[config.mk]
export PLATFORM = sky130hd
export DESIGN_NAME = alu_share_arb
export DESIGN_NICKNAME = d
export VERILOG_FILES = /design/src/rtl/alu_share_arb.sv
export SDC_FILE = /design/constraint.sdc
export NUM_CORES = 1
export LEC_CHECK = 0
export CORE_AREA = 2 2 109 111
export DETAILED_ROUTE_END_ITERATION = 10
export DIE_AREA = 0 0 111 113
export PLACE_DENSITY = 0.76
export SYNTH_ARGS = -nofsm -noshare
export SYNTH_HDL_FRONTEND = slang
export SYNTH_SLANG_ARGS = --single-unit
[constraint.sdc]
create_clock -name clk -period 2.82 [get_ports clk]
set_input_delay 0.564 -clock clk [delete_from_list [all_inputs] [get_ports clk]]
set_output_delay 0.564 -clock clk [all_outputs]
set_load 0.005 [all_outputs]
[src/rtl/alu_share_arb.sv]
// Round-robin sharing of one registered ALU between NUM_REQ requesters.
// Optional illegal-opcode check: define ALU_SHARE_ARB_OPCHK_EN.
module alu_share_arb #(
    parameter int NUM_REQ = 2,
    parameter int IDX_W   = (NUM_REQ > 1) ? $clog2(NUM_REQ) : 1
) (
    input  logic                  clk,
    input  logic                  rst_n,
    input  logic [NUM_REQ-1:0]    req_valid_i,
    output logic [NUM_REQ-1:0]    req_ready_o,
    input  logic [32*NUM_REQ-1:0] req_a_i,
    input  logic [32*NUM_REQ-1:0] req_b_i,
    input  logic [4*NUM_REQ-1:0]  req_ctrl_i,
    output logic [NUM_REQ-1:0]    rsp_valid_o,
    input  logic [NUM_REQ-1:0]    rsp_ready_i,
    output logic [31:0]           rsp_data_o,
    output logic [31:0]           alu_a_o,
    output logic [31:0]           alu_b_o,
    output logic [3:0]            alu_ctrl_o,
`ifdef ALU_SHARE_ARB_OPCHK_EN
    output logic                  rsp_err_o,
`endif
    input  logic [31:0]           alu_out_i
);

    typedef enum logic [1:0] {
        IDLE,
        EXEC,
        RESP
    } state_t;

    localparam logic [IDX_W:0]   NR   = (IDX_W+1)'(NUM_REQ);
    localparam logic [IDX_W-1:0] LAST = IDX_W'(NUM_REQ - 1);

    state_t           state_q;
    state_t           state_d;
    logic [IDX_W-1:0] rr_ptr;
    logic [IDX_W-1:0] owner;
    logic [IDX_W-1:0] win_idx;
    logic [IDX_W:0]   scan;
    logic             win_vld;
    logic             grant_en;
    logic             accept;
    logic             op_legal;
    logic [31:0]      win_a;
    logic [31:0]      win_b;
    logic [3:0]       win_ctrl;
`ifdef ALU_SHARE_ARB_OPCHK_EN
    logic             err_q;
`endif

    // Round-robin scan: first valid requester at or after rr_ptr
    always_comb begin
        win_vld = 1'b0;
        win_idx = rr_ptr;
        scan    = '0;
        for (int k = 0; k < NUM_REQ; k++) begin
            scan = {1'b0, rr_ptr} + (IDX_W+1)'(k);
            if (scan >= NR) begin
                scan = scan - NR;
            end
            if (!win_vld && req_valid_i[scan[IDX_W-1:0]]) begin
                win_vld = 1'b1;
                win_idx = scan[IDX_W-1:0];
            end
        end
    end

    assign win_a    = req_a_i[32*win_idx +: 32];
    assign win_b    = req_b_i[32*win_idx +: 32];
    assign win_ctrl = req_ctrl_i[4*win_idx +: 4];
    assign accept   = grant_en & win_vld;

`ifdef ALU_SHARE_ARB_OPCHK_EN
    // Opcode legality of the winning request
    always_comb begin
        op_legal = 1'b0;
        case (win_ctrl)
            4'b0000, 4'b1000, 4'b0010, 4'b0011, 4'b0111,
            4'b0110, 4'b0100, 4'b0001, 4'b0101, 4'b1101:
                op_legal = 1'b1;
            default:
                op_legal = 1'b0;
        endcase
    end
`else
    assign op_legal = 1'b1;
`endif

    // State register
    always_ff @(posedge clk or negedge rst_n) begin
        if (!rst_n) begin
            state_q <= IDLE;
        end else begin
            state_q <= state_d;
        end
    end

    // Next-state, grant enable and response outputs
    always_comb begin
        state_d     = state_q;
        grant_en    = 1'b0;
        rsp_valid_o = '0;
        rsp_data_o  = '0;
        req_ready_o = '0;
`ifdef ALU_SHARE_ARB_OPCHK_EN
        rsp_err_o   = 1'b0;
`endif
        case (state_q)
            IDLE: begin
                grant_en = 1'b1;
                if (win_vld) begin
                    state_d = op_legal ? EXEC : RESP;
                end
            end
            EXEC: begin
                state_d = RESP;
            end
            RESP: begin
                grant_en           = rsp_ready_i[owner];
                rsp_valid_o[owner] = 1'b1;
                rsp_data_o         = alu_out_i;
`ifdef ALU_SHARE_ARB_OPCHK_EN
                rsp_err_o = err_q;
                if (err_q) begin
                    rsp_data_o = '0;
                end
`endif
                if (rsp_ready_i[owner]) begin
                    if (win_vld) begin
                        state_d = op_legal ? EXEC : RESP;
                    end else begin
                        state_d = IDLE;
                    end
                end
            end
            default: begin
                state_d = IDLE;
            end
        endcase
        if (accept) begin
            req_ready_o = NUM_REQ'(1) << win_idx;
        end
    end

    // Capture operands, owner and pointer at each accept
    always_ff @(posedge clk or negedge rst_n) begin
        if (!rst_n) begin
            rr_ptr     <= '0;
            owner      <= '0;
            alu_a_o    <= '0;
            alu_b_o    <= '0;
            alu_ctrl_o <= 4'b0000;
`ifdef ALU_SHARE_ARB_OPCHK_EN
            err_q      <= 1'b0;
`endif
        end else if (accept) begin
            owner  <= win_idx;
            rr_ptr <= (win_idx == LAST) ? '0 : win_idx + IDX_W'(1);
            if (op_legal) begin
                alu_a_o    <= win_a;
                alu_b_o    <= win_b;
                alu_ctrl_o <= win_ctrl;
            end
`ifdef ALU_SHARE_ARB_OPCHK_EN
            err_q <= ~op_legal;
`endif
        end
    end

endmodule
==> results by group <==
GRT
  • Antenna violations before repair: 1
  • Pin count of the biggest net entering global routing: 73
  • Remaining Overflow, GRT: 0
  • First-pass GRT wire length: 21.7 mm
  • Combined global-route utilization of all metal layers: approximately 22%
  • Vias in the first global route: 4027

Floorplanning
  • Number of ports placed on the die boundary: 278
  • Area of the die: 0.0125 mm^2
  • Floorplan Core Area: 0.0113 mm^2
  • Initial core utilization: 31.4%
  • Die Span X: 111 um
  • Die Y: 113 um
  • Number of placement rows: 39

Critical path
  • Critical Path Max Stage Delay: 590 ps
  • WP buf/inv: 2
  • Chain of cells forming the critical path: clkdlybuf4s50_1 -> mux2i_1 -> a21o_2 -> nor2b_1 -> clkdlybuf4s50_1
  • Critical Path Source Type: input port
  • Slowest stage cell on the critical path: clkdlybuf4s50_1
  • CP Data Required Time: 2260 ps
  • CP dominant cell by count: clkdlybuf4s50_1
  • Type of element capturing the critical path: primary output
  • Largest fanout on the critical path: 3
  • CP arrival: 2090 ps
  • Top Family by Delay on Critical Path: buffers and inverters
  • Worst Setup Path Type: input port to primary output

Placed design
  • Final GP Congestion: between 0.8 and 0.9
  • Post-place setup slack: roughly 140 ps
  • Port buffer count: 277
  • Half-perimeter wire length after placement: 9.67 mm

Power
  • Logic gate share of total power: between 50% and 60%
  • Portion of total power attributed to sequential cells: 31.0%
  • Internal power: 3.96 mW
  • Total power consumption of the routed design: 5.95 mW
  • Largest voltage drop on the vdd net: about 0.41 mV
  • NetSw: between 1.5 and 2 mW
  • Leakage Power: approximately 2.5 nW
  • Share of total power in the clock network: between 10% and 20%
  • Cell area power density: 892 mW/mm^2
  • Net Sw Frac: approximately 33%

Synthesis
  • Area share of the largest cell type after synthesis: 50.9%
  • Synthesis Warnings: 0
  • Commonest register cell after synthesis: dfrtp_1
  • Mean post-synth cell area: approximately 11 um^2
  • Most numerous cell in the Yosys netlist: dfrtp_1
  • Post-Synthesis Cells: 309
  • Number of flops mapped to enable cells by yosys: 0
  • Synthesized cell area: 0.00354 mm^2
  • Number of register bits inferred by synthesis: 72
  • Distinct cell type count after synthesis: 24
  • Synth top cells by count: dfrtp_1, a32oi_1, o2bb2ai_1, and2_1, clkbuf_1
  • Area leader, netlist: dfrtp_1
  • Ys async rst share: 100%
  • Leading post-synthesis cells by cell area: dfrtp_1, a32oi_1, o2bb2ai_1
  • Seq/Total Area, Yosys: 50.9%
  • Nets in the synthesized netlist: 483

Detailed routing
  • Number of design-rule violations left by the first detailed-router iteration: 170
  • Count of vias placed by the detailed router: 3805
  • Per-cell via count in the routed design: 5.37
  • Routed wirelength normalized by instance count: between 15 and 20 um
  • First-pass iteration count of the detailed router: 4
  • Remaining routing DRC violations: 0
  • Count of antenna-violating nets left after detailed routing: 0
  • Wire length reported by the detailed router: 13.8 mm

Run
  • Max-Cap Viols: 0

Clocking
  • Clock-pin transition on the worst setup and hold timing paths: 60 ps
  • Clk sink count: 72
  • Later-pin clock latency in the skew report: 320 ps
  • Clk root buf: clkbuf_16
  • PostCTS Resize Cnt: 0
  • Largest buffer count on any clock path: 2
  • # hold bufs at CTS: 0
  • Number of buffers inserted by post-CTS setup repair: 0
  • CTS buffer count: 9
  • CTS tree: yes
  • H-tree depth reported by CTS: 3

Final layout
  • Fraction of layout cells with a size suffix above 1: between 5 and 6%
  • Net total in the final layout: between 700 and 800
  • Layout overhead on the synthesized area: 88.3%
  • Antenna diode instance count: 0

Timing
  • Setup TNS Final: 0 ps
  • Crit path time final: around 2700 ps
  • Setup repair after global routing missed its margin: false
  • Fmax: 377 MHz
  • Ratio of final minimum period to clock period: between 90% and 100%
  • Clock skew after layout: 6.88 ps
  • Final setup slack of the worst path: 169 ps
  • Endpoints failing hold: 0
  • Setup Viol. Count Final: 0
  • Transition time of the tightest slew-check pin: 933 ps
  • Worst slew margin relative to its limit: 37.8%
  • Slew Viols, Final: 0

Worst hold path
  • Worst hold path type: input port to async pin

Outcome
  • Run status: finished, final reports clean
path summary, 6_finish.rpt:
kind | start | to | slack (ps) | cells after the start
worst max-delay path | rsp_ready_i[1] | req_ready_o[0] | 170 | 5
worst min-delay path | rst_n | alu_a_o[8]$_DFFE_PN0P_ | 380 | 1
worst max register to register | owner$_DFFE_PN0P_ | alu_a_o[16]$_DFFE_PN0P_ | 970 | 5
worst min register to register | alu_b_o[13]$_DFFE_PN0P_ | alu_b_o[13]$_DFFE_PN0P_ | 480 | 1
max in group asynchronous | rst_n | alu_b_o[4]$_DFFE_PN0P_ | 1840 | 1
min in group clk | alu_b_o[13]$_DFFE_PN0P_ | alu_b_o[13]$_DFFE_PN0P_ | 480 | 1
state kept, by name, summed over array words and instances (netlist names):
| register | count |
|---|---|
| rr_ptr | 1 |
| alu_b_o | 32 |
| state_q | 2 |
| alu_ctrl_o | 4 |
| owner | 1 |
| alu_a_o | 32 |
cell usage in the layout (no fill, tap or decap), types with 2 or more instances in the layout:
cell,synthesis,final
a32oi_1,68,68
and2_1,33,33
buf_4,1,8
clkbuf_16,0,9
clkdlybuf4s50_1,0,275
clkinvlp_4,0,2
dfrtp_1,72,72
inv_1,3,3
mux2i_1,2,2
nand2_1,3,3
nor2_1,3,3
nor2b_1,3,3
o2bb2ai_1,68,68
power by group through the flow:
stage                     Combinational (mW)  Clock [mW]  Sequential, mW
after floorplan                         1.21           0            1.84
after global placement                  2.96           0            1.84
after detailed placement                3.03           0            1.84
after CTS                               3.04        1.14            1.85
after global routing                    3.21        1.19            1.91
final                                   2.99        1.12            1.85
cell type report:
type | count | area (um^2)
Clock inverter | 5 | 58.8
Tap cell | 143 | 179
Clock buffer | 10 | 229
Inverter | 3 | 11.3
Timing Repair Buffer | 285 | 2840
Sequential cell | 72 | 1800
Multi-Input combinational cell | 191 | 1550
Fill cell | 959 | 4600
routing by layer:
layer	wire, um	GRT usage [%]	up-vias
met3	998	6.05	17
met5	0	0	-
met4	208	6.17	0
li1	-	-	1768
met2	7010	39.6	171
met1	5540	25.0	1849
logic make-up (layout without fill, tap and decap cells):
group	count (synthesis)	count (layout)	synth area share, %
DFF	72	72	50.9
and+or+nand+nor	45	45	7.49
AOI/OAI and AO/OA	144	144	35.3
muxes	2	2	0.565
buffers and inverters	46	303	5.79
per-stage QoR:
stage / utilization, % / std cells / cell area [um^2] / hold WS, ps
floorplan: - / 309 / 3540 / 268
global placement: 56.6 / 694 / 6380 / 470
detailed placement: 56.6 / 694 / 6380 / 473
CTS: 59.2 / 709 / 6670 / 414
global route: 59.2 / 709 / 6670 / 456
finish: 59.2 / 709 / 6670 / 376
Power figures use the tool's default switching activity.
